`src/rtl/alu_share_arb_pkg.sv`:
```
// Shared definitions for the two-requester shared logic unit:
// op encoding constants and the arbiter/FSM state enumeration.
package alu_share_arb_pkg;

  // Two-bit op codes presented on req_op
  localparam logic [1:0] OP_AND  = 2'b00;
  localparam logic [1:0] OP_OR   = 2'b01;
  localparam logic [1:0] OP_XOR  = 2'b10;
  localparam logic [1:0] OP_XNOR = 2'b11;

  // IDLE arbitrates and captures, EXEC evaluates, RESP holds the result
  typedef enum logic [1:0] {
    ST_IDLE = 2'b00,
    ST_EXEC = 2'b01,
    ST_RESP = 2'b10
  } state_t;

endpackage

```
`src/rtl/alu_share_arb_logic_unit.sv`:
```
// Combinational bitwise logic unit shared by both requesters.
// Pure function of op/a/b; no carry chain, result is exactly W bits.
module logic_unit
  import alu_share_arb_pkg::*;
#(
  parameter int W = 4
) (
  input  logic [1:0]   op,
  input  logic [W-1:0] a,
  input  logic [W-1:0] b,
  output logic [W-1:0] result
);

  // Select the bitwise operation named by op
  always_comb begin
    result = '0;
    case (op)
      OP_AND:  result = a & b;
      OP_OR:   result = a | b;
      OP_XOR:  result = a ^ b;
      OP_XNOR: result = ~(a ^ b);
      default: result = '0;
    endcase
  end

endmodule

```
`src/rtl/alu_share_arb.sv`:
```
// Two requesters share one logic unit. A round-robin arbiter grants one
// request in IDLE, the operands are captured at the grant edge, the result
// is registered in EXEC and held in RESP until the consumer takes it.
module alu_share_arb
  import alu_share_arb_pkg::*;
#(
  parameter int W = 4
) (
  input  logic              clk,
  input  logic              rst_n,
  input  logic [1:0]        req_valid,
  input  logic [1:0][1:0]   req_op,
  input  logic [1:0][W-1:0] req_a,
  input  logic [1:0][W-1:0] req_b,
  output logic [1:0]        req_ready,
  output logic              rsp_valid,
  output logic              rsp_id,
  output logic [W-1:0]      rsp_data,
  input  logic              rsp_ready
);

  state_t       state;
  logic         ptr;
  logic         win_id;
  logic [1:0]   grant;
  logic [1:0]   op_q;
  logic [W-1:0] a_q;
  logic [W-1:0] b_q;
  logic         id_q;
  logic [W-1:0] lu_result;

  // Round-robin pick: pointer breaks ties, a lone requester always wins.
  // Gated with rst_n so no accept is signalled while reset is held.
  always_comb begin
    win_id = 1'b0;
    if (req_valid == 2'b11) begin
      win_id = ptr;
    end else if (req_valid[1]) begin
      win_id = 1'b1;
    end
    grant = 2'b00;
    if (rst_n && (state == ST_IDLE) && (|req_valid)) begin
      grant[win_id] = 1'b1;
    end
  end

  assign req_ready = grant;

  logic_unit #(
    .W(W)
  ) u_logic_unit (
    .op    (op_q),
    .a     (a_q),
    .b     (b_q),
    .result(lu_result)
  );

  // Control FSM with capture and result registers; reset discards any
  // in-flight operation immediately.
  always_ff @(posedge clk or negedge rst_n) begin
    if (!rst_n) begin
      state     <= ST_IDLE;
      ptr       <= 1'b0;
      op_q      <= '0;
      a_q       <= '0;
      b_q       <= '0;
      id_q      <= 1'b0;
      rsp_valid <= 1'b0;
      rsp_id    <= 1'b0;
      rsp_data  <= '0;
    end else begin
      case (state)
        ST_IDLE: begin
          if (|grant) begin
            op_q  <= req_op[win_id];
            a_q   <= req_a[win_id];
            b_q   <= req_b[win_id];
            id_q  <= win_id;
            ptr   <= ~win_id;
            state <= ST_EXEC;
          end
        end
        ST_EXEC: begin
          rsp_data  <= lu_result;
          rsp_id    <= id_q;
          rsp_valid <= 1'b1;
          state     <= ST_RESP;
        end
        ST_RESP: begin
          // Returning to IDLE first keeps accept and next grant in separate cycles
          if (rsp_ready) begin
            rsp_valid <= 1'b0;
            state     <= ST_IDLE;
          end
        end
        default: begin
          state <= ST_IDLE;
        end
      endcase
    end
  end

endmodule

```
`config.mk`:
```
export PLATFORM = sky130hd
export DESIGN_NAME = alu_share_arb
export DESIGN_NICKNAME = d
export VERILOG_FILES = /design/src/rtl/alu_share_arb_pkg.sv /design/src/rtl/alu_share_arb_logic_unit.sv /design/src/rtl/alu_share_arb.sv
export SDC_FILE = /design/constraint.sdc
export NUM_CORES = 1
export LEC_CHECK = 0
export CAP_MARGIN = 10
export CELL_PAD_IN_SITES_DETAIL_PLACEMENT = 0
export CELL_PAD_IN_SITES_GLOBAL_PLACEMENT = 1
export CORE_UTILIZATION = 30
export CTS_CLUSTER_DIAMETER = 200
export DETAILED_ROUTE_END_ITERATION = 12
export GPL_ROUTABILITY_DRIVEN = 0
export HOLD_SLACK_MARGIN = 0.08
export PLACE_DENSITY_LB_ADDON = 0.1
export SYNTH_ARGS = -nofsm -noshare
export SYNTH_HDL_FRONTEND = slang
export SYNTH_SLANG_ARGS = --single-unit
```
`constraint.sdc`:
```
create_clock -name clk -period 1.5 [get_ports clk]
set_clock_uncertainty 0.05 [all_clocks]
set_input_delay 0.15 -clock clk [delete_from_list [all_inputs] [get_ports clk]]
set_output_delay 0.15 -clock clk [all_outputs]
set_load 0.005 [all_outputs]
```
### Yosys cells after proc, flatten, opt, wreduce, memory -nomap -nowiden

Cells that the tools add are included.

| word-level totals | value |
|---|---|
| flip-flop bits (word level) | 20 |
| input bits | 25 |
| output and inout bits | 8 |
| word-level logic and storage cells | 52 |

| operators by class | value |
|---|---|
| order comparisons | 2 |
| equal/unequal tests | 8 |
| multiplexer cells | 17 |
| bitwise logic cells | 5 |
| reductions and logical operators | 11 |

Operator list:

| cell | number |
|---|---|
| 2-to-1 mux 4 bit | 4 |
| case mux 4 bit (4 select lines) | 1 |
| 2-to-1 mux 2 bit | 5 |
| == test 2 bit (second input constant) | 4 |
| case mux 2 bit (3 select lines) | 1 |
| AND reduction 2 bit | 3 |
| AND 4 bit | 1 |
| == test 2 x 1 -> 1 bit (second input constant) | 2 |
| logical NOT 2 bit | 2 |
| 2-to-1 mux 1 bit | 4 |
| inverter 4 bit | 1 |
| OR 4 bit | 1 |
| OR reduction 2 bit | 2 |
| bitwise XOR 4 bit | 1 |
| logical AND 1 bit | 3 |
| less-than comparator 1 x 2 -> 1 bit (second input constant) | 1 |
| != test 2 x 1 -> 1 bit (second input constant) | 1 |
| != test 2 bit (second input constant) | 1 |
| case mux 1 bit (2 select lines) | 1 |
| nonzero test 2 bit | 1 |
| demux 1 bit (select 1 bit) | 1 |
| greater-or-equal comparator 1 bit (second input constant) | 1 |
| inverter 1 bit | 1 |

### Depth between registers and ports, before layout

Gate-level depths: netlist of the first run.

| depth | value |
|---|---|
| depth after elaboration | 10 |
| gate-level depth with buffers | 5 |
| mapped depth without buffers | 5 |

### Hierarchy

Synthesis of the first run repeated with hierarchy kept, for this count alone.

| second synthesis, totals | value |
|---|---|
| cell total of the unflattened synthesis | 107 |
| area, all modules | 1,184.9 sq um |

Modules (own cells, without submodules):

| module | instances | cells each | area each (sq um) |
|---|---|---|---|
| alu_share_arb | 1 | 77 | 899.6 |
| logic_unit | 1 | 30 | 285.3 |

### Worst setup path before layout of the first run

No wires, ideal clock.

| timing | value |
|---|---|
| path type | reg2reg |
| from | register state[0] |
| to | register b_q[0] |
| library setup time | 0.126 ns |
| data arrival time | 1.383 ns |
| required time | 1.324 ns |
| setup slack | -0.059 ns |
| stages on the path, launching flop included | 5 |
| buffers on the path | 1 |
| clock period less this slack | 1.559 ns |
| path through | dfrtp_1 > or3b_4 > o21bai_4 > buf_6 > a221o_1 |

| on the way | value |
|---|---|
| cells in the longest elaborated chain, start to end | 6 |

Ends and longest elaborated chain:

| element | RTL line | source |
|---|---|---|
| start, declared | alu_share_arb.sv:22 | `state_t state;` |
| start signal, assigned | alu_share_arb.sv:62 | `state <= ST_IDLE;` |
| start signal, assigned | alu_share_arb.sv:80 | `state <= ST_EXEC;` |
| start signal, assigned | alu_share_arb.sv:87 | `state <= ST_RESP;` |
| logical NOT 2 bit (*) | alu_share_arb.sv:42, alu_share_arb.sv:72 |  |
| logical AND 1 bit (2 in a row) | alu_share_arb.sv:42 | `if (rst_n && (state == ST_IDLE) && (\|req_valid)) begin` |
| 2-to-1 mux 2 bit | alu_share_arb.sv:42 |  |
| OR reduction 2 bit | alu_share_arb.sv:74 | `if (\|grant) begin` |
| AND reduction 2 bit (no line) (*) | - |  |
| end signal, assigned | alu_share_arb.sv:77 | `b_q <= req_b[win_id];` |
| end, declared | alu_share_arb.sv:28 | `logic [W-1:0] b_q;` |

Every way passes the cells marked *; elsewhere a longest branch is shown, timed or not.
A chain may end at the register's enable or synchronous reset.

### Final worst setup path of the first run

| timing | value |
|---|---|
| from | register state[0] |
| to | output port req_ready[0] |

| on the way | value |
|---|---|
| cells in the longest elaborated chain, start to end | 4 |

Ends and longest elaborated chain:

| element | RTL line | source |
|---|---|---|
| logical NOT 2 bit | alu_share_arb.sv:42 |  |
| logical AND 1 bit (2 in a row) | alu_share_arb.sv:42 |  |
| 2-to-1 mux 2 bit | alu_share_arb.sv:42 |  |
| end, declared | alu_share_arb.sv:15 | `output logic [1:0] req_ready,` |

Every way passes these cells.

==> results of run 1 <==
-- critical path, cell delays in order (launching register included) --
cell	delay (ps)
dfrtp_1	380
or3b_4	450
a211oi_4	220
buf_2	160
-- how the worst max path moves through the flow --
stage,end,cells past startpoint,startpoint,slack [ps]
CTS,req_ready[0],3,state[1],-210
global route,b_q[3],4,state[0],-220
global placement,req_ready[0],4,rst_n,-560
floorplan,b_q[0],4,state[0],-60
finish,req_ready[0],3,state[0],-170
detailed placement,req_ready[0],4,rst_n,-550
-- power by group --
group	internal, mW	switching, mW
registers	0.771	0.226
logic	0.742	0.454
clock network	0.233	0.171
-- metrics by stage --
step / hold WS, ps / power (mW) / std cells / setup slack, ps
finish: 214 / 2.60 / 203 / -172
global route: 237 / 2.84 / 203 / -218
CTS: 219 / 2.56 / 198 / -215
detailed placement: 418 / 2.12 / 192 / -555
global placement: 410 / 2.07 / 192 / -565
floorplan: -196 / 1.69 / 111 / -59.1
-- kinds of logic after synthesis --
family / synth area share
adders and majority gates: 0.0871
and+or+nand+nor: 0.130
AOI/OAI and AO/OA: 0.158
muxes: 0.119
buffers and inverters: 0.0708
DFF: 0.436
-- Yosys cell counts (all sizes together) --
library cell  count
o21ai             5
nand2            15
mux2i             8
buf               3
ha                8
inv              11
or3b              1
a211oi            1
o21bai            1
dfrtp            20
mux2              5
nor3b             1
a21o              2
nor3             10
clkbuf            5
a21oi             2
nor2b             1
nand2b            2
a221o            10
-- per-layer routing --
layer | global-route usage | part of all wire | up-vias
li1 | - | - | 476
met1 | 0.162 | 0.48 | 419
met2 | 0.209 | 0.49 | 23
met3 | 0.0161 | 0.033 | 0
met4 | 0.0597 | 0 | 0
met5 | 0 | 0 | -
-- area by class of cell --
class                           instances  area (µm²)
Multi-Input combinational cell         73         602
Inverter                               11        41.3
Clock buffer                            4        55.1
Sequential cell                        20         500
Timing Repair Buffer                   47         428
Tap cell                               48        60.1
Fill cell                             367        1970
-- state kept, by name, indices dropped and copies added (netlist names) --
register   count
rsp_data       4
state          2
op_q           2
rsp_id         1
rsp_valid      1
a_q            4
ptr            1
id_q           1
b_q            4
-- timing repair --
item,CTS,global route
setup buffers,1,6
endpoints found under the hold margin,0,0
gates resized for setup,10,6
cloned,1,0
pin swaps,3,5
endpoints found under the setup margin,14,16
==> flow_metrics.env, run 1 <==
export IMPL_clkSinkCount=20
export IMPL_io_pins=33
export IMPL_violations="negative setup slack"
export IMPL_core_area_um2=3660
export IMPL_synthCells=111
export IMPL_worstPathRequired_ps=1300
export IMPL_slew_violations=0
export IMPL_num_antenna_cells=0
export IMPL_worst_r2r_path_depth=4
export IMPL_drt_pass1_iterations=4
export IMPL_rr_startpoint="state[0]"
export IMPL_final_hold_viol_count=0
export IMPL_avgSynthCellArea_um2=10.3
export IMPL_rsz0062_at_grt="yes"
export IMPL_numPortBuffers=32
export IMPL_design_die_area_um2=4080
export IMPL_track_usage=0.126
export IMPL_holdBufCountCts=0
export IMPL_grt_pass1_vias=846
export IMPL_status="finished, violations left"
export IMPL_synth_top_area_share=0.436
export IMPL_synth_seq_cells=20
export IMPL_fin_ws_ps=-172
export IMPL_antenna_found_initial=0
export IMPL_ys_top_cells_by_area="dfrtp_1 44%, a221o_1 8.7%, ha_1 8.7%"
export IMPL_die_x_um=63.9
export IMPL_dieHeight_um=63.9
export IMPL_clkTransAtPathRegs_ps=70
export IMPL_finalSetupViolCount=14
export IMPL_mostFrequentLayoutCells="30 x clkdlybuf4s50_1, 20 x dfrtp_1, 15 x nand2_1"
export IMPL_start_util=0.314
export IMPL_overflow=0
export IMPL_routedWlPerCell_um=12.1
export IMPL_hpwlAfterDp_mm=1.82
export IMPL_ys_types=20
export IMPL_final_area_um2=1690
export IMPL_drtIter0Drc=28
export IMPL_final_common_cell="clkdlybuf4s50_1"
export IMPL_drc=0
export IMPL_final_core_util=0.461
export IMPL_hold_class="primary input to asynchronous set/reset pin"
export IMPL_placed_area_um2=1560
export IMPL_drive_gt1_frac=0.206
export IMPL_vias=918
export IMPL_nets=189
export IMPL_p_leak_nw=0.781
export IMPL_cts_max_path_buffers=2
export IMPL_critPathArrivalTime_ps=1470
export IMPL_r2r_end="b_q[3]"
export IMPL_cts_root_buf="clkbuf_8"
export IMPL_layout_worst_path_cycle_share=1.11
export IMPL_drt_total_wl_mm=2.45
export IMPL_grt_pass1_wl_mm=3.91
export IMPL_cp_end_kind="primary output"
export IMPL_cts_made_buffers=3
export IMPL_via_per_inst=4.52
export IMPL_max_freq_mhz=598
export IMPL_syn2layout_area_growth_pct=46.8
export IMPL_vdd_drop_max_mv=0.400
export IMPL_rows=22
export IMPL_worst_slew_pin_slew_ps=406
export IMPL_p_per_area_nw_per_um2=1540
export IMPL_h_tree_depth=1
export IMPL_ys_seq_area_frac=0.436
export IMPL_syn_area_um2=1150
export IMPL_slew_headroom=0.729
export IMPL_antenna_left=0
export IMPL_cts_tree="yes"
export IMPL_clkLatencyLatePin_ps=250
export IMPL_finalSetupTns_ps=-1910
export IMPL_worstPathMaxFanout=3
export IMPL_fin_crit_ps=1670
export IMPL_drv_cap=0
export IMPL_r2r_slack_ps=-170
export IMPL_grt_max_degree=21
export IMPL_worstSetupStartpointType="flop"
export IMPL_yosys_warnings=0
export IMPL_synth_nets=144
export IMPL_yosysTopAreaCell="dfrtp_1"
export IMPL_crit_type="flop to primary output"
(Power assumes the default switching activity.)
==> run 2, diff against run 1 <==
--- a/config.mk
+++ b/config.mk
@@ -8,7 +8,7 @@
 export CAP_MARGIN = 10
 export CELL_PAD_IN_SITES_DETAIL_PLACEMENT = 0
 export CELL_PAD_IN_SITES_GLOBAL_PLACEMENT = 1
-export CORE_UTILIZATION = 30
+export CORE_UTILIZATION = 32
 export CTS_CLUSTER_DIAMETER = 200
 export DETAILED_ROUTE_END_ITERATION = 12
 export GPL_ROUTABILITY_DRIVEN = 0
==> run 2 against run 1 <==
Against the previous run: the flow still finishes with violations (negative setup slack); critical path depth rose by 1; combinational power about the same; core utilization rose by 2.3 points; via count increased by 1.1%; critical path type is now flop to flop; highest routed layer is now met4.
==> flow_metrics.env, run 2 (same netlist as run 1, synthesis figures left out) <==
export IMPL_status="finished, violations left"
export IMPL_violations="negative setup slack"
export IMPL_final_common_cell="clkdlybuf4s50_1"
export IMPL_drt_total_wl_mm=2.45
export IMPL_routedWlPerCell_um=12.3
export IMPL_grt_max_degree=21
export IMPL_cp_slowest_cell="or3b_4"
export IMPL_r2r_slack_ps=-220
export IMPL_clkLatencyLatePin_ps=290
export IMPL_rows=21
export IMPL_cp_end_kind="flop"
export IMPL_drt_pass1_iterations=4
export IMPL_cts_made_buffers=3
export IMPL_syn2layout_area_growth_pct=42.7
export IMPL_p_leak_nw=0.759
export IMPL_final_area_um2=1640
export IMPL_finalSetupViolCount=14
export IMPL_drv_cap=0
export IMPL_grt_pass1_vias=907
export IMPL_numPortBuffers=32
export IMPL_p_per_area_nw_per_um2=1530
export IMPL_drtIter0Drc=46
export IMPL_layout_worst_path_cycle_share=1.15
export IMPL_cts_root_buf="clkbuf_4"
export IMPL_antenna_found_initial=0
export IMPL_critPathArrivalTime_ps=1860
export IMPL_worstPathMaxFanout=12
export IMPL_design_die_area_um2=3830
export IMPL_hpwlAfterDp_mm=1.89
export IMPL_via_per_inst=4.66
export IMPL_worst_r2r_path_depth=4
export IMPL_crit_type="flop to flop"
export IMPL_track_usage=0.147
export IMPL_drc=0
export IMPL_max_stage_delay_ps=440
export IMPL_drive_gt1_frac=0.196
export IMPL_start_util=0.339
export IMPL_hold_ws_ps=167
export IMPL_hold_class="primary input to asynchronous set/reset pin"
export IMPL_cts_tree="yes"
export IMPL_worstPathRequired_ps=1640
export IMPL_clkTransAtPathRegs_ps=110
export IMPL_placed_area_um2=1550
export IMPL_total_power_mw=2.51
export IMPL_worst_slew_pin_slew_ps=388
export IMPL_rsz0062_at_grt="yes"
export IMPL_max_freq_mhz=581
export IMPL_fin_ws_ps=-222
export IMPL_cts_max_path_buffers=2
export IMPL_num_antenna_cells=0
export IMPL_reg_largest_list="a_q x4, b_q x4, rsp_data x4"
export IMPL_slew_headroom=0.741
export IMPL_dieHeight_um=61.9
export IMPL_vdd_drop_max_mv=0.535
export IMPL_core_area_um2=3390
export IMPL_vias=928
export IMPL_clkSinkCount=20
export IMPL_mostFrequentLayoutCells="30 x clkdlybuf4s50_1, 20 x dfrtp_1, 15 x nand2_1"
export IMPL_r2r_end="b_q[1]"
export IMPL_worstSetupStartpointType="flop"
export IMPL_rr_startpoint="state[1]"
export IMPL_slew_violations=0
export IMPL_fin_crit_ps=1720
export IMPL_io_pins=33
export IMPL_nets=187
export IMPL_path_cells="or3b_4 > buf_4 > o21bai_4 > a221o_1"
export IMPL_final_hold_viol_count=0
export IMPL_antenna_left=0
export IMPL_grt_pass1_wl_mm=4.03
export IMPL_overflow=0
export IMPL_h_tree_depth=1
export IMPL_die_x_um=61.9
-- run 2: changes by cell type in the layout (fill, tap and decap cells not counted), sizes merged --
| cell | delta |
|---|---|
| buf | -1 |
| clkbuf | -1 |
-- run 2: timing repair --
action,in CTS,in global routing
pin swaps,3,3
cloned,1,0
resized for setup,10,2
hold buffers,0,0
setup endpoints to repair,14,17
buffers inserted,1,3
-- run 2: how the worst max path moves through the flow --
stage | to | startpoint | slack, ps | cells past startpoint
after floorplan | b_q[0] | state[0] | -60 | 4
after CTS | req_ready[0] | state[1] | -280 | 3
after global placement | req_ready[0] | rst_n | -550 | 4
after global routing | req_ready[0] | state[1] | -260 | 3
after detailed placement | req_ready[0] | rst_n | -550 | 4
final | b_q[1] | state[1] | -220 | 4
-- run 2: power breakdown --
| group | total [mW] | leakage [nW] | switching [mW] | internal, mW |
|---|---|---|---|---|
| clock | 0.309 | 0.0210 | 0.161 | 0.148 |
| combinational | 1.20 | 0.488 | 0.449 | 0.750 |
| sequential | 1.00 | 0.250 | 0.236 | 0.769 |
-- run 2: per-stage QoR --
step / util / setup slack, ps / std cells / TNS [ps]
floorplan: - / -59.1 / 111 / -413
global placement: 0.458 / -548 / 190 / -6460
detailed placement: 0.458 / -553 / 190 / -6550
CTS: 0.476 / -275 / 196 / -2700
global route: 0.484 / -256 / 199 / -3140
finish: 0.484 / -222 / 199 / -2580
-- run 2: routing by layer --
layer / wire length (µm) / share of wire / GRT usage / vias to the layer above
met5: 0 / 0 / 0 / -
met4: 43 / 0.018 / 0.0571 / 0
met3: 101 / 0.041 / 0.0269 / 5
met2: 1170 / 0.48 / 0.250 / 29
met1: 1130 / 0.46 / 0.185 / 420
li1: - / - / - / 474
-- run 2: cell type report --
type,count,area [µm²]
flip-flops and latches,20,500
fillers,332,1750
well taps,46,57.6
multi-input cells,73,596
inverters,11,41.3
clock buffers,4,36.3
repair buffers,45,408
-- run 2: worst max-delay path, delay by kind of cell, from the launching register on --
family                 cells  cell delay [ps]
and+or+nand+nor            1              440
AOI/OAI and AO/OA          2              540
DFF                        1              400
buffers and inverters      1              200
